### src/rtl/prbs_seq_detector.sv
// rtl/prbs_seq_detector.sv - Fibonacci-LFSR PRBS source with serial pattern detector and saturating match counter
module prbs_seq_detector #(
    parameter int                    LFSR_WIDTH = 21,
    parameter logic [LFSR_WIDTH-1:0] TAPS       = 21'h140000,
    parameter logic [LFSR_WIDTH-1:0] SEED       = 21'h000001,
    parameter int                    PAT_WIDTH  = 4,
    parameter logic [PAT_WIDTH-1:0]  PATTERN    = 4'b1011,
    parameter int                    CNT_WIDTH  = 9
) (
    input  logic                 clk,
    input  logic                 rst,
    input  logic                 sh_en,
    input  logic                 src_sel,
    input  logic                 din,
    input  logic                 overlap_en,
    input  logic                 clr_cnt,
    output logic                 lfsr_msb,
    output logic                 seq_detected,
    output logic [CNT_WIDTH-1:0] counter,
    output logic                 cnt_sat,
    output logic                 max_tick_reg
);

    localparam int FW = $clog2(PAT_WIDTH + 1);
    localparam logic [FW-1:0] FILL_FULL = FW'(PAT_WIDTH);

    typedef enum logic {S_FILL, S_ARMED} det_state_t;

    logic [LFSR_WIDTH-1:0] lfsr, lfsr_nxt;
    logic [PAT_WIDTH-1:0]  hist, hist_nxt, hist_sh;
    logic [FW-1:0]         fill, fill_nxt, fill_inc;
    logic                  src_q;
    logic                  det_nxt, tick_nxt, match, bit_in, fb;
    logic [CNT_WIDTH-1:0]  cnt_nxt;
    logic                  sat_nxt;
    det_state_t            state;

    assign lfsr_msb = lfsr[LFSR_WIDTH-1];
    assign state    = (fill == FILL_FULL) ? S_ARMED : S_FILL;

    always_ff @(posedge clk) begin
        if (rst) begin
            lfsr         <= SEED;
            hist         <= '0;
            fill         <= '0;
            src_q        <= src_sel;
            seq_detected <= 1'b0;
            counter      <= '0;
            cnt_sat      <= 1'b0;
            max_tick_reg <= 1'b0;
        end else begin
            lfsr         <= lfsr_nxt;
            hist         <= hist_nxt;
            fill         <= fill_nxt;
            src_q        <= src_sel;
            seq_detected <= det_nxt;
            counter      <= cnt_nxt;
            cnt_sat      <= sat_nxt;
            max_tick_reg <= tick_nxt;
        end
    end

    always_comb begin
        lfsr_nxt = lfsr;
        hist_nxt = hist;
        fill_nxt = fill;
        det_nxt  = 1'b0;
        tick_nxt = 1'b0;
        match    = 1'b0;
        cnt_nxt  = counter;
        sat_nxt  = cnt_sat;
        bit_in   = src_sel ? din : lfsr[LFSR_WIDTH-1];
        fb       = ^(lfsr & TAPS);
        hist_sh  = {hist[PAT_WIDTH-2:0], bit_in};
        fill_inc = (state == S_ARMED) ? fill : fill + FW'(1);

        // An all-zero register would never leave lock-up, so it is reseeded.
        if (sh_en) begin
            lfsr_nxt = (lfsr == '0) ? SEED : {lfsr[LFSR_WIDTH-2:0], fb};
            tick_nxt = (lfsr_nxt == SEED);
        end

        // A source change invalidates the history collected so far.
        if (src_q != src_sel) begin
            fill_nxt = '0;
        end else if (sh_en) begin
            hist_nxt = hist_sh;
            match    = (fill_inc == FILL_FULL) && (hist_sh == PATTERN);
            fill_nxt = (match && !overlap_en) ? '0 : fill_inc;
            det_nxt  = match;
        end

        if (clr_cnt) begin
            cnt_nxt = '0;
            sat_nxt = 1'b0;
        end else if (match && (counter != '1)) begin
            cnt_nxt = counter + CNT_WIDTH'(1);
            if (cnt_nxt == '1) begin
                sat_nxt = 1'b1;
            end
        end
    end

endmodule

### config.mk
export PLATFORM = sky130hd
export DESIGN_NAME = prbs_seq_detector
export DESIGN_NICKNAME = d
export VERILOG_FILES = /design/src/rtl/prbs_seq_detector.sv
export SDC_FILE = /design/constraint.sdc
export NUM_CORES = 1
export LEC_CHECK = 0
export ABC_AREA = 0
export CAP_MARGIN = 15
export CORE_MARGIN = 8
export CORE_UTILIZATION = 35
export DETAILED_ROUTE_END_ITERATION = 6
export GPL_ROUTABILITY_DRIVEN = 0
export PLACE_DENSITY = 0.59
export SYNTH_ARGS = -nofsm -noshare
export SYNTH_HDL_FRONTEND = slang
export SYNTH_SLANG_ARGS = --single-unit
### constraint.sdc
create_clock -name clk -period 2.9 [get_ports clk]
set_input_delay 0.435 -clock clk [delete_from_list [all_inputs] [get_ports clk]]
set_output_delay 0.435 -clock clk [all_outputs]
set_load 0.02 [all_outputs]
==> report_table.html, run 1 <==
<table>
<tr><th>Metric</th><th>Value</th></tr>
<tr><th colspan="2">Run status</th></tr>
<tr><td>Status</td><td>complete, no violations</td></tr>
<tr><th colspan="2">Worst setup path</th></tr>
<tr><td>CP Class</td><td>flop to flop</td></tr>
<tr><td>Critical Path Source Type</td><td>flop</td></tr>
<tr><td>Reg2Reg Capture Point</td><td>counter[7]$_SDFFE_PP0P_</td></tr>
<tr><td>Data required time of the worst path</td><td>3130 ps</td></tr>
<tr><td>Number of cells on the worst reg-to-reg path</td><td>7</td></tr>
<tr><td>Register-to-Register Setup Slack</td><td>520 ps</td></tr>
<tr><td>Worst setup EP type</td><td>flop</td></tr>
<tr><td>Maximum fanout along the worst path</td><td>7</td></tr>
<tr><td>Data arrival, critical path</td><td>2610 ps</td></tr>
<tr><td>Worst flop-to-flop path startpoint</td><td>fill[0]$_SDFFE_PP0P_</td></tr>
<tr><th colspan="2">Floorplan</th></tr>
<tr><td>Number of placed I/O pins</td><td>20</td></tr>
<tr><td>Starting density of the core</td><td>35.8%</td></tr>
<tr><td>Placeable Area</td><td>0.00507 mm²</td></tr>
<tr><td>Floorplan die area</td><td>0.00776 mm²</td></tr>
<tr><td>Height of the die</td><td>88.1 µm</td></tr>
<tr><td>Site row count</td><td>26</td></tr>
<tr><td>Die width</td><td>88.1 µm</td></tr>
<tr><th colspan="2">Logic synthesis</th></tr>
<tr><td>Compound-Gate Fraction of Synth Area</td><td>9.35%</td></tr>
<tr><td>Top post-synthesis cells by area</td><td>sky130_fd_sc_hd__dfxtp_1 44%, sky130_fd_sc_hd__mux2i_1 12%, sky130_fd_sc_hd__nor2_1 6.0%, sky130_fd_sc_hd__ha_1 3.4%, sky130_fd_sc_hd__nand2_1 3.1%</td></tr>
<tr><td>Flop and latch count out of synthesis</td><td>40</td></tr>
<tr><td>Share of synthesized cell area in full adder, half adder and majority cells</td><td>3.44%</td></tr>
<tr><td>Main combinational cell family by area after synthesis</td><td>simple AND/OR/NAND/NOR gates</td></tr>
<tr><td>Area fraction of the dominant cell type after synthesis</td><td>44.0%</td></tr>
<tr><td>Unique masters post-synth</td><td>42</td></tr>
<tr><td>Seq/Total Area, Yosys</td><td>44.0%</td></tr>
<tr><td>Synth async-reset ratio</td><td>0%</td></tr>
<tr><td>Area leader, netlist</td><td>sky130_fd_sc_hd__dfxtp_1</td></tr>
<tr><td>Number of enable flip-flop cells after synthesis</td><td>0</td></tr>
<tr><td>Fraction of synthesized cell area in xor and xnor cells</td><td>3.30%</td></tr>
<tr><td>Dominant register cell in the synthesized netlist</td><td>sky130_fd_sc_hd__dfxtp_1</td></tr>
<tr><td>Post-synthesis share of cell area spent on and, or, nand and nor gates</td><td>23.1%</td></tr>
<tr><td>Average instance area after synthesis</td><td>9.28 µm²</td></tr>
<tr><td>Number of cells produced by synthesis</td><td>196</td></tr>
<tr><td>Net count after synthesis</td><td>208</td></tr>
<tr><td>Share of synthesized area spent on multiplexers</td><td>12.4%</td></tr>
<tr><td>Synthesis warning total</td><td>0</td></tr>
<tr><td>Mapped cell area</td><td>0.00182 mm²</td></tr>
<tr><th colspan="2">CTS</th></tr>
<tr><td>Clock Root Buffer</td><td>sky130_fd_sc_hd__clkbuf_8</td></tr>
<tr><td>CTS Buf Count</td><td>5</td></tr>
<tr><td>CTS sink cnt</td><td>40</td></tr>
<tr><td>Clock-pin slew reported for the worst setup and hold paths after clock tree synthesis</td><td>80 ps</td></tr>
<tr><td>Setup fix buffers added after clock tree synthesis</td><td>0</td></tr>
<tr><td>Buffer depth of the longest clock path</td><td>2</td></tr>
<tr><td>H-tree levels</td><td>2</td></tr>
<tr><td>Clock tree from TritonCTS</td><td>yes</td></tr>
<tr><td>Number of gates resized after CTS</td><td>0</td></tr>
<tr><td>Insertion delay to the later sink of the worst-skew pair</td><td>290 ps</td></tr>
<tr><td>Hold buffers post-CTS</td><td>0</td></tr>
<tr><th colspan="2">Global routing</th></tr>
<tr><td>Vias in the first global route</td><td>1330</td></tr>
<tr><td>Maximum number of pins on one net before global-route repair</td><td>33</td></tr>
<tr><td>Global-route usage over all layers</td><td>9.78%</td></tr>
<tr><td>Overflow after GRT</td><td>0</td></tr>
<tr><td>Number of antenna violations at the first check in global routing</td><td>0</td></tr>
<tr><td>Wire length of the first global-routing pass</td><td>5.99 mm</td></tr>
<tr><th colspan="2">Detailed routing</th></tr>
<tr><td>Post-DR wirelength/cell</td><td>12.3 µm</td></tr>
<tr><td>Number of design-rule violations left by the first detailed-router iteration</td><td>81</td></tr>
<tr><td>Number of vias after detailed routing</td><td>1382</td></tr>
<tr><td>Via density per instance</td><td>4.83</td></tr>
<tr><td>Total detailed-routing wirelength</td><td>3.52 mm</td></tr>
<tr><td>Antenna violation net count after detailed routing</td><td>0</td></tr>
<tr><td>Length of the first detailed-routing pass in iterations</td><td>4</td></tr>
<tr><td># DRC</td><td>0</td></tr>
<tr><th colspan="2">Flow run</th></tr>
<tr><td>Count of max-cap constraint violations</td><td>0</td></tr>
<tr><th colspan="2">Pwr</th></tr>
<tr><td>Combinational fraction of design power</td><td>6.3%</td></tr>
<tr><td>Power density over the cells</td><td>499 mW/mm²</td></tr>
<tr><td>Max rail drop VDD</td><td>0.000256 V</td></tr>
<tr><td>Clock group share of total power</td><td>41.9%</td></tr>
<tr><td>Leak</td><td>0.802 nW</td></tr>
<tr><td>Total design power</td><td>1.09 mW</td></tr>
<tr><td>Reported net switching power</td><td>0.241 mW</td></tr>
<tr><td>Switching share of power</td><td>22.2%</td></tr>
<tr><td>Cell internal power dissipation</td><td>0.844 mW</td></tr>
<tr><td>Power share of the sequential group</td><td>51.8%</td></tr>
<tr><th colspan="2">Final layout</th></tr>
<tr><td>Post-Layout Inst Area</td><td>0.00218 mm²</td></tr>
<tr><td>Fin nets</td><td>227</td></tr>
<tr><td>Total inserted antenna cells</td><td>0</td></tr>
<tr><td>Layout cell share with drive strength beyond 1</td><td>9.72%</td></tr>
<tr><td>Highest-count cells in the layout ignoring fill and taps</td><td>40 x sky130_fd_sc_hd__dfxtp_1, 29 x sky130_fd_sc_hd__nor2_1, 21 x sky130_fd_sc_hd__mux2i_1, 19 x sky130_fd_sc_hd__clkdlybuf4s50_1, 15 x sky130_fd_sc_hd__nand2_1</td></tr>
<tr><td>Flip-flop count of the largest register, all copies and words added</td><td>21</td></tr>
<tr><td>Register name with the most flops</td><td>lfsr</td></tr>
<tr><td>Largest registers</td><td>lfsr x21, counter x9</td></tr>
<tr><td>Total of fill cells in the finished design</td><td>535</td></tr>
<tr><td>Synthesis-to-finish area growth</td><td>19.7%</td></tr>
<tr><td>Most common library cell in the layout ignoring fill and taps</td><td>sky130_fd_sc_hd__dfxtp_1</td></tr>
<tr><th colspan="2">STA</th></tr>
<tr><td>Final worst slack</td><td>518 ps</td></tr>
<tr><td>Final clock skew</td><td>7.08 ps</td></tr>
<tr><td>RSZ-0062 raised after global routing</td><td>no</td></tr>
<tr><td>Period utilization</td><td>82.2%</td></tr>
<tr><td>Minimum clock period after layout</td><td>2380 ps</td></tr>
<tr><td>Fin. max-slew vios</td><td>0</td></tr>
<tr><td>Peak Freq</td><td>420 MHz</td></tr>
<tr><td>Worst slew slack as a fraction of its limit</td><td>61.5%</td></tr>
<tr><td>Number of hold-slack violations in the final timing report</td><td>0</td></tr>
<tr><td>Aggregate negative setup slack</td><td>0 ps</td></tr>
<tr><td>Transition at the pin with the smallest max-transition slack</td><td>576 ps</td></tr>
<tr><td>Count of final setup violators</td><td>0</td></tr>
<tr><th colspan="2">Min path</th></tr>
<tr><td>Worst Hold Endpoint</td><td>hist[2]$_SDFFE_PP0P_</td></tr>
<tr><td>Hold depth</td><td>2</td></tr>
<tr><td>Hold Path Origin</td><td>hist[2]$_SDFFE_PP0P_</td></tr>
<tr><td>Worst Hold Class</td><td>flop to flop</td></tr>
<tr><th colspan="2">Placement</th></tr>
<tr><td>Cell area after placement</td><td>0.00207 mm²</td></tr>
<tr><td>HPWL reported at the end of detailed placement</td><td>2.51 mm</td></tr>
<tr><td>Worst slack after detailed placement</td><td>353 ps</td></tr>
<tr><td>Port Buf Inserts</td><td>19</td></tr>
</table>
[through the flow]
stage / hold WS (ps) / cells / utilization, %
3_5_place_dp: 459 / 278 / 40.7
6_report: 463 / 286 / 42.9
3_3_place_gp: 454 / 278 / 40.7
4_1_cts: 471 / 286 / 42.9
2_1_floorplan: 432 / 196 / -
5_1_grt: 481 / 286 / 42.9
[power groups by stage]
stage | clock network, mW | logic (mW) | registers, mW
5_1_grt | 0.490 | 0.0751 | 0.563
3_3_place_gp | 0 | 0.0692 | 0.575
2_1_floorplan | 0 | 0.0500 | 0.574
6_report | 0.455 | 0.0683 | 0.562
4_1_cts | 0.470 | 0.0692 | 0.562
3_5_place_dp | 0 | 0.0691 | 0.575
[cells by family (layout without fill, tap and decap cells)]
family / Yosys count / count (layout)
buffers and inverters: 17 / 37
adders and majority gates: 5 / 5
AOI/OAI and AO/OA: 26 / 26
muxes: 22 / 22
xor gates and xnor gates: 6 / 6
DFF: 40 / 40
and+or+nand+nor: 80 / 80
[how the worst max path moves through the flow]
stage / start / end / slack (ps)
2_1_floorplan: fill[0]$_SDFFE_PP0P_ / counter[7]$_SDFFE_PP0P_ / 660
3_3_place_gp: src_sel / counter[7]$_SDFFE_PP0P_ / 400
3_5_place_dp: src_sel / counter[7]$_SDFFE_PP0P_ / 350
4_1_cts: fill[0]$_SDFFE_PP0P_ / counter[7]$_SDFFE_PP0P_ / 500
5_1_grt: fill[0]$_SDFFE_PP0P_ / counter[7]$_SDFFE_PP0P_ / 360
6_report: fill[0]$_SDFFE_PP0P_ / counter[7]$_SDFFE_PP0P_ / 520
[routing by layer]
metal	up-vias	wire (µm)	global-route usage, %
met5	-	0	0
met1	632	1620	10.5
li1	732	-	-
met3	4	171	4.03
met2	14	1690	16.7
met4	0	28	3.69
[layout make-up]
class | count | area (µm²) | share of cell area, %
clock buffer | 5 | 68.8 | 3.16
inverter | 7 | 26.3 | 1.21
clock inverter | 3 | 42.5 | 1.95
sequential | 40 | 801 | 36.8
multi-input combinational | 139 | 938 | 43.1
timing repair buffer | 22 | 213 | 9.77
tap | 70 | 87.6 | 4.02
[worst max-delay path: stages, from the launching register on]
cell and delay, ps:
sky130_fd_sc_hd__dfxtp_1 370, sky130_fd_sc_hd__inv_1 80, sky130_fd_sc_hd__ha_1 310, sky130_fd_sc_hd__and4bb_2 300, sky130_fd_sc_hd__o211ai_2 140, sky130_fd_sc_hd__or3_1 470, sky130_fd_sc_hd__or4_1 490, sky130_fd_sc_hd__a21oi_1 150
[Yosys cell counts, types with 2 or more instances]
cell type                  count
sky130_fd_sc_hd__inv_1         7
sky130_fd_sc_hd__a21oi_1      10
sky130_fd_sc_hd__nor3_1        4
sky130_fd_sc_hd__clkbuf_1      6
sky130_fd_sc_hd__a31o_2        2
sky130_fd_sc_hd__nand2_1      15
sky130_fd_sc_hd__nand4_1       4
sky130_fd_sc_hd__ha_1          5
sky130_fd_sc_hd__nor4_1        7
sky130_fd_sc_hd__nand3b_1      2
sky130_fd_sc_hd__a211oi_1      2
sky130_fd_sc_hd__nor2_1       29
sky130_fd_sc_hd__or3_1         3
sky130_fd_sc_hd__xnor2_1       5
sky130_fd_sc_hd__dfxtp_1      40
sky130_fd_sc_hd__nand3_1       6
sky130_fd_sc_hd__mux2i_1      21
sky130_fd_sc_hd__o21ai_0       4
No activity file was read; power rests on OpenSTA's default activity.
==> inputs of run 2 (changes only) <==
--- a/config.mk
+++ b/config.mk
@@ -11,7 +11,7 @@
 export CORE_UTILIZATION = 35
 export DETAILED_ROUTE_END_ITERATION = 6
 export GPL_ROUTABILITY_DRIVEN = 0
-export PLACE_DENSITY = 0.59
+export PLACE_DENSITY = 0.61
 export SYNTH_ARGS = -nofsm -noshare
 export SYNTH_HDL_FRONTEND = slang
 export SYNTH_SLANG_ARGS = --single-unit
==> constraint.sdc (replaced) <==
create_clock -name clk -period 1.9 [get_ports clk]
set_input_delay 0.285 -clock clk [delete_from_list [all_inputs] [get_ports clk]]
set_output_delay 0.285 -clock clk [all_outputs]
set_load 0.02 [all_outputs]
==> report_table.html, run 2 (synthesis gave the netlist of run 1 again) <==
<table>
<tr><th>Metric</th><th>Value</th></tr>
<tr><th colspan="2">STA</th></tr>
<tr><td>Number of hold-slack violations in the final timing report</td><td>0</td></tr>
<tr><td>RSZ-0062 raised after global routing</td><td>yes</td></tr>
<tr><td>Final clock skew</td><td>5.32 ps</td></tr>
<tr><td>Transition at the pin with the smallest max-transition slack</td><td>442 ps</td></tr>
<tr><td>Minimum clock period after layout</td><td>2050 ps</td></tr>
<tr><td>Peak Freq</td><td>488 MHz</td></tr>
<tr><td>Worst slew slack as a fraction of its limit</td><td>70.6%</td></tr>
<tr><td>Aggregate negative setup slack</td><td>-231 ps</td></tr>
<tr><td>Fin. max-slew vios</td><td>0</td></tr>
<tr><td>Count of final setup violators</td><td>3</td></tr>
<tr><td>Final worst slack</td><td>-149 ps</td></tr>
<tr><td>Worst hold margin</td><td>460 ps</td></tr>
<tr><td>Period utilization</td><td>108%</td></tr>
<tr><th colspan="2">Min path</th></tr>
<tr><td>Hold Path Origin</td><td>hist[2]$_SDFFE_PP0P_</td></tr>
<tr><td>Worst Hold Class</td><td>flop to flop</td></tr>
<tr><td>Hold depth</td><td>2</td></tr>
<tr><td>Worst Hold Endpoint</td><td>hist[2]$_SDFFE_PP0P_</td></tr>
<tr><th colspan="2">CTS</th></tr>
<tr><td>Clock-pin slew reported for the worst setup and hold paths after clock tree synthesis</td><td>90 ps</td></tr>
<tr><td>H-tree levels</td><td>2</td></tr>
<tr><td>Clock Root Buffer</td><td>sky130_fd_sc_hd__clkbuf_8</td></tr>
<tr><td>CTS Buf Count</td><td>5</td></tr>
<tr><td>CTS sink cnt</td><td>40</td></tr>
<tr><td>Insertion delay to the later sink of the worst-skew pair</td><td>290 ps</td></tr>
<tr><td>Clock tree from TritonCTS</td><td>yes</td></tr>
<tr><td>Buffer depth of the longest clock path</td><td>2</td></tr>
<tr><th colspan="2">Run status</th></tr>
<tr><td>Status</td><td>complete, but fails checks</td></tr>
<tr><td>Failing checks</td><td>setup timing</td></tr>
<tr><th colspan="2">Final layout</th></tr>
<tr><td>Fin nets</td><td>252</td></tr>
<tr><td>Total of fill cells in the finished design</td><td>496</td></tr>
<tr><td>Layout cell share with drive strength beyond 1</td><td>26.1%</td></tr>
<tr><td>Most common library cell in the layout ignoring fill and taps</td><td>sky130_fd_sc_hd__dfxtp_1</td></tr>
<tr><td>Total inserted antenna cells</td><td>0</td></tr>
<tr><td>Flip-flop count of the largest register, all copies and words added</td><td>21</td></tr>
<tr><td>Largest registers</td><td>lfsr x21, counter x9</td></tr>
<tr><td>Register name with the most flops</td><td>lfsr</td></tr>
<tr><td>Highest-count cells in the layout ignoring fill and taps</td><td>35 x sky130_fd_sc_hd__dfxtp_1, 29 x sky130_fd_sc_hd__nor2_1, 28 x sky130_fd_sc_hd__buf_4, 21 x sky130_fd_sc_hd__mux2i_1, 19 x sky130_fd_sc_hd__clkdlybuf4s50_1</td></tr>
<tr><td>Synthesis-to-finish area growth</td><td>35.0%</td></tr>
<tr><th colspan="2">Pwr</th></tr>
<tr><td>Total design power</td><td>1.70 mW</td></tr>
<tr><td>Leak</td><td>0.923 nW</td></tr>
<tr><td>Max rail drop VDD</td><td>0.000415 V</td></tr>
<tr><td>Power density over the cells</td><td>691 mW/mm²</td></tr>
<tr><th colspan="2">Worst setup path</th></tr>
<tr><td>Reg2Reg Capture Point</td><td>counter[7]$_SDFFE_PP0P_</td></tr>
<tr><td>Critical Path Source Type</td><td>flop</td></tr>
<tr><td>Data arrival, critical path</td><td>2270 ps</td></tr>
<tr><td>Number of cells on the worst reg-to-reg path</td><td>7</td></tr>
<tr><td>Data required time of the worst path</td><td>2130 ps</td></tr>
<tr><td>Maximum fanout along the worst path</td><td>4</td></tr>
<tr><td>Worst setup EP type</td><td>flop</td></tr>
<tr><td>Worst flop-to-flop path startpoint</td><td>fill[0]$_SDFFE_PP0P_</td></tr>
<tr><td>CP Class</td><td>flop to flop</td></tr>
<tr><td>Register-to-Register Setup Slack</td><td>-150 ps</td></tr>
<tr><th colspan="2">Detailed routing</th></tr>
<tr><td>Antenna violation net count after detailed routing</td><td>0</td></tr>
<tr><td>Post-DR wirelength/cell</td><td>12.6 µm</td></tr>
<tr><td>Total detailed-routing wirelength</td><td>3.92 mm</td></tr>
<tr><td>Number of design-rule violations left by the first detailed-router iteration</td><td>65</td></tr>
<tr><td>Via density per instance</td><td>4.81</td></tr>
<tr><td>Number of vias after detailed routing</td><td>1495</td></tr>
<tr><td>Length of the first detailed-routing pass in iterations</td><td>4</td></tr>
<tr><td># DRC</td><td>0</td></tr>
<tr><th colspan="2">Floorplan</th></tr>
<tr><td>Starting density of the core</td><td>35.8%</td></tr>
<tr><td>Site row count</td><td>26</td></tr>
<tr><td>Floorplan die area</td><td>0.00776 mm²</td></tr>
<tr><td>Placeable Area</td><td>0.00507 mm²</td></tr>
<tr><td>Height of the die</td><td>88.1 µm</td></tr>
<tr><td>Die width</td><td>88.1 µm</td></tr>
<tr><td>Number of placed I/O pins</td><td>20</td></tr>
<tr><th colspan="2">Global routing</th></tr>
<tr><td>Maximum number of pins on one net before global-route repair</td><td>33</td></tr>
<tr><td>Global-route usage over all layers</td><td>10.6%</td></tr>
<tr><td>Number of antenna violations at the first check in global routing</td><td>0</td></tr>
<tr><td>Wire length of the first global-routing pass</td><td>6.67 mm</td></tr>
<tr><td>Overflow after GRT</td><td>0</td></tr>
<tr><td>Vias in the first global route</td><td>1529</td></tr>
<tr><th colspan="2">Placement</th></tr>
<tr><td>Port Buf Inserts</td><td>19</td></tr>
<tr><td>HPWL reported at the end of detailed placement</td><td>2.75 mm</td></tr>
<tr><th colspan="2">Flow run</th></tr>
<tr><td>Count of max-cap constraint violations</td><td>0</td></tr>
</table>
[run 2: metrics by stage]
stage | utilization [%] | setup slack (ps) | instance area [µm²] | cells
2_1_floorplan | - | -176 | 1870 | 196
5_1_grt | 48.4 | -212 | 2460 | 311
6_report | 48.4 | -149 | 2460 | 311
4_1_cts | 47.9 | -149 | 2430 | 310
3_3_place_gp | 44.7 | -334 | 2270 | 300
3_5_place_dp | 44.7 | -372 | 2270 | 300
[run 2: how the worst max path moves through the flow]
stage / startpoint / to
2_1_floorplan: counter[2]$_SDFFE_PP0P_ / counter[7]$_SDFFE_PP0P_
3_3_place_gp: src_sel / counter[7]$_SDFFE_PP0P_
3_5_place_dp: src_sel / counter[7]$_SDFFE_PP0P_
4_1_cts: fill[0]$_SDFFE_PP0P_ / counter[7]$_SDFFE_PP0P_
5_1_grt: fill[0]$_SDFFE_PP0P_ / counter[7]$_SDFFE_PP0P_
6_report: fill[0]$_SDFFE_PP0P_ / counter[7]$_SDFFE_PP0P_
[run 2: worst max-delay path, cell delays in order, from the launching register on]
cell	delay, ps
sky130_fd_sc_hd__dfxtp_2	360
sky130_fd_sc_hd__inv_2	60
sky130_fd_sc_hd__ha_4	210
sky130_fd_sc_hd__and4bb_2	320
sky130_fd_sc_hd__o211ai_4	70
sky130_fd_sc_hd__or3_4	350
sky130_fd_sc_hd__or4_4	480
sky130_fd_sc_hd__a21oi_2	130
[run 2: metal layers]
metal  part of all wire (%)  vias up  track usage (%)
li1                       -      774                -
met1                     46      701             11.7
met2                     48       16             18.5
met3                    3.9        4             3.47
met4                    1.4        0             3.99
met5                      0        -                0
[run 2: final cells by class]
cell class	instances	area [µm²]	area share (%)
Multi-Input combinational cell	139	1020	41.5
Timing Repair Buffer	47	400	16.3
Clock inverter	3	46.3	1.88
Inverter	7	26.3	1.07
Clock buffer	5	68.8	2.80
Tap cell	70	87.6	3.57
Sequential cell	40	807	32.9
[run 2: report_power, final]
part | internal (mW) | switching [mW] | leakage (nW)
clock network | 0.396 | 0.323 | 0.0548
registers | 0.850 | 0.00835 | 0.326
logic | 0.0601 | 0.0591 | 0.543
[run 2: what timing repair did]
item,in CTS,in global routing
setup buffers,2,1
gates resized for setup,8,3
endpoints found under the setup margin,5,10
pin swaps,4,5
hold buffers,0,0
==> inputs of run 3 (changes only) <==
--- a/config.mk
+++ b/config.mk
@@ -11,7 +11,7 @@
 export CORE_UTILIZATION = 35
 export DETAILED_ROUTE_END_ITERATION = 6
 export GPL_ROUTABILITY_DRIVEN = 0
-export PLACE_DENSITY = 0.61
+export PLACE_DENSITY = 0.59
 export SYNTH_ARGS = -nofsm -noshare
 export SYNTH_HDL_FRONTEND = slang
 export SYNTH_SLANG_ARGS = --single-unit
==> constraint.sdc (replaced) <==
create_clock -name clk -period 2.66 [get_ports clk]
set_input_delay 0.399 -clock clk [delete_from_list [all_inputs] [get_ports clk]]
set_output_delay 0.399 -clock clk [all_outputs]
set_load 0.02 [all_outputs]
==> report_table.html, run 3 (synthesis gave the netlist of run 1 again) <==
<table>
<tr><th>Metric</th><th>Value</th></tr>
<tr><th colspan="2">Floorplan</th></tr>
<tr><td>Number of placed I/O pins</td><td>20</td></tr>
<tr><td>Placeable Area</td><td>0.00507 mm²</td></tr>
<tr><td>Die width</td><td>88.1 µm</td></tr>
<tr><td>Site row count</td><td>26</td></tr>
<tr><td>Starting density of the core</td><td>35.8%</td></tr>
<tr><td>Height of the die</td><td>88.1 µm</td></tr>
<tr><td>Floorplan die area</td><td>0.00776 mm²</td></tr>
<tr><th colspan="2">Worst setup path</th></tr>
<tr><td>Maximum fanout along the worst path</td><td>7</td></tr>
<tr><td>Critical Path Source Type</td><td>flop</td></tr>
<tr><td>Data required time of the worst path</td><td>2890 ps</td></tr>
<tr><td>Category of cells accounting for the largest share of critical-path delay</td><td>simple AND/OR/NAND/NOR gates</td></tr>
<tr><td>Max incr delay on CP</td><td>490 ps</td></tr>
<tr><td>Crit path cell chain</td><td>inv_1 &gt; ha_1 &gt; and4bb_2 &gt; o211ai_2 &gt; or3_1 &gt; or4_1 &gt; a21oi_1</td></tr>
<tr><td>CP Class</td><td>flop to flop</td></tr>
<tr><td>Data arrival, critical path</td><td>2530 ps</td></tr>
<tr><td>Buffers plus inverters on the worst setup path</td><td>1</td></tr>
<tr><td>Slowest-stage cell, CP</td><td>sky130_fd_sc_hd__or4_1</td></tr>
<tr><td>Worst setup EP type</td><td>flop</td></tr>
<tr><th colspan="2">CTS</th></tr>
<tr><td>Clock Root Buffer</td><td>sky130_fd_sc_hd__clkbuf_8</td></tr>
<tr><td>CTS Buf Count</td><td>5</td></tr>
<tr><td>Number of gates resized after CTS</td><td>0</td></tr>
<tr><td>Clock-pin slew reported for the worst setup and hold paths after clock tree synthesis</td><td>80 ps</td></tr>
<tr><td>H-tree levels</td><td>2</td></tr>
<tr><td>Insertion delay to the later sink of the worst-skew pair</td><td>290 ps</td></tr>
<tr><td>Buffer depth of the longest clock path</td><td>2</td></tr>
<tr><td>CTS sink cnt</td><td>40</td></tr>
<tr><td>Hold buffers post-CTS</td><td>0</td></tr>
<tr><td>Clock tree from TritonCTS</td><td>yes</td></tr>
<tr><td>Setup fix buffers added after clock tree synthesis</td><td>0</td></tr>
<tr><th colspan="2">Detailed routing</th></tr>
<tr><td>Number of vias after detailed routing</td><td>1378</td></tr>
<tr><td>Post-DR wirelength/cell</td><td>12.1 µm</td></tr>
<tr><td>Number of design-rule violations left by the first detailed-router iteration</td><td>88</td></tr>
<tr><td>Via density per instance</td><td>4.78</td></tr>
<tr><td># DRC</td><td>0</td></tr>
<tr><td>Antenna violation net count after detailed routing</td><td>0</td></tr>
<tr><td>Length of the first detailed-routing pass in iterations</td><td>4</td></tr>
<tr><td>Total detailed-routing wirelength</td><td>3.48 mm</td></tr>
<tr><th colspan="2">Pwr</th></tr>
<tr><td>Leak</td><td>0.822 nW</td></tr>
<tr><td>Max rail drop VDD</td><td>0.000300 V</td></tr>
<tr><td>Power density over the cells</td><td>556 mW/mm²</td></tr>
<tr><th colspan="2">STA</th></tr>
<tr><td>Fin. max-slew vios</td><td>0</td></tr>
<tr><td>Final worst slack</td><td>357 ps</td></tr>
<tr><td>Peak Freq</td><td>434 MHz</td></tr>
<tr><td>Final clock skew</td><td>4.83 ps</td></tr>
<tr><td>Transition at the pin with the smallest max-transition slack</td><td>588 ps</td></tr>
<tr><td>RSZ-0062 raised after global routing</td><td>no</td></tr>
<tr><td>Count of final setup violators</td><td>0</td></tr>
<tr><td>Aggregate negative setup slack</td><td>0 ps</td></tr>
<tr><td>Period utilization</td><td>86.6%</td></tr>
<tr><td>Worst slew slack as a fraction of its limit</td><td>60.7%</td></tr>
<tr><td>Minimum clock period after layout</td><td>2300 ps</td></tr>
<tr><td>Number of hold-slack violations in the final timing report</td><td>0</td></tr>
<tr><th colspan="2">Global routing</th></tr>
<tr><td>Met2 Use GR</td><td>16.8%</td></tr>
<tr><td>Grt met1 use</td><td>10.5%</td></tr>
<tr><td>Maximum number of pins on one net before global-route repair</td><td>33</td></tr>
<tr><td>Vias in the first global route</td><td>1320</td></tr>
<tr><td>Overflow after GRT</td><td>0</td></tr>
<tr><td>Wire length of the first global-routing pass</td><td>5.91 mm</td></tr>
<tr><td>GR peak layer</td><td>met2</td></tr>
<tr><td>Global-route usage over all layers</td><td>9.68%</td></tr>
<tr><td>Number of antenna violations at the first check in global routing</td><td>0</td></tr>
<tr><td>Met3 usage</td><td>3.56%</td></tr>
<tr><th colspan="2">Min path</th></tr>
<tr><td>Worst Hold Class</td><td>flop to flop</td></tr>
<tr><th colspan="2">Final layout</th></tr>
<tr><td>Synthesis-to-finish area growth</td><td>21.3%</td></tr>
<tr><td>Post-Layout Inst Area</td><td>0.00221 mm²</td></tr>
<tr><td>Total of fill cells in the finished design</td><td>518</td></tr>
<tr><td>Most common library cell in the layout ignoring fill and taps</td><td>sky130_fd_sc_hd__dfxtp_1</td></tr>
<tr><td>Highest-count cells in the layout ignoring fill and taps</td><td>40 x sky130_fd_sc_hd__dfxtp_1, 29 x sky130_fd_sc_hd__nor2_1, 21 x sky130_fd_sc_hd__mux2i_1, 19 x sky130_fd_sc_hd__clkdlybuf4s50_1, 15 x sky130_fd_sc_hd__nand2_1</td></tr>
<tr><td>Largest registers</td><td>lfsr x21, counter x9</td></tr>
<tr><td>Total inserted antenna cells</td><td>0</td></tr>
<tr><td>Area taken by multi-input logic gates</td><td>938 µm²</td></tr>
<tr><td>Fin nets</td><td>229</td></tr>
<tr><td>Seq. cell area</td><td>801 µm²</td></tr>
<tr><td>Layout cell share with drive strength beyond 1</td><td>10.6%</td></tr>
<tr><td>Register name with the most flops</td><td>lfsr</td></tr>
<tr><td>Flip-flop count of the largest register, all copies and words added</td><td>21</td></tr>
<tr><th colspan="2">Run status</th></tr>
<tr><td>Status</td><td>complete, no violations</td></tr>
<tr><th colspan="2">Placement</th></tr>
<tr><td>Cell area after placement</td><td>0.00208 mm²</td></tr>
<tr><td>HPWL reported at the end of detailed placement</td><td>2.45 mm</td></tr>
<tr><td>Worst slack after detailed placement</td><td>224 ps</td></tr>
<tr><td>Port Buf Inserts</td><td>19</td></tr>
<tr><th colspan="2">Flow run</th></tr>
<tr><td>Count of max-cap constraint violations</td><td>0</td></tr>
</table>
run 3: where the power goes:
group          leakage [nW]  internal [mW]  switching (mW)
Clock                0.0645          0.331           0.208
Combinational         0.434         0.0358          0.0390
Sequential            0.324          0.607         0.00602
run 3: metrics by stage:
stage | total power, mW | hold WS (ps) | cells | utilization [%]
final | 1.23 | 464 | 288 | 43.5
after global routing | 1.28 | 493 | 288 | 43.5
after CTS | 1.25 | 468 | 288 | 43.5
after detailed placement | 0.702 | 456 | 280 | 41.0
after global placement | 0.702 | 451 | 280 | 41.0
after floorplan | 0.681 | 427 | 196 | -
run 3: worst min-delay path: stages, from the launching register on:
cell	delay, ps
sky130_fd_sc_hd__dfxtp_1	310
sky130_fd_sc_hd__nand2_1	50
sky130_fd_sc_hd__a21oi_1	60
run 3: layout make-up:
type,instances,area share [%]
inverter,7,1.19
sequential,40,36.3
multi-input combinational,139,42.5
clock buffer,7,4.37
timing repair buffer,24,10.3
tap,70,3.97
clock inverter,1,1.36
run 3: path summary, 6_finish.rpt:
| path | from | endpoint | slack, ps | depth (start not counted) |
|---|---|---|---|---|
| setup reg to reg | fill[0]$_SDFFE_PP0P_ | counter[7]$_SDFFE_PP0P_ | 360 | 7 |
| setup / recovery | fill[0]$_SDFFE_PP0P_ | counter[7]$_SDFFE_PP0P_ | 360 | 7 |
| hold reg to reg | hist[2]$_SDFFE_PP0P_ | hist[2]$_SDFFE_PP0P_ | 460 | 2 |
| hold / removal | hist[2]$_SDFFE_PP0P_ | hist[2]$_SDFFE_PP0P_ | 460 | 2 |
run 3: metal layers:
| layer | vias up | wire length, µm |
|---|---|---|
| met2 | 21 | 1700 |
| met1 | 624 | 1580 |
| li1 | 729 | - |
| met5 | - | 0 |
| met3 | 4 | 169 |
| met4 | 0 | 35 |
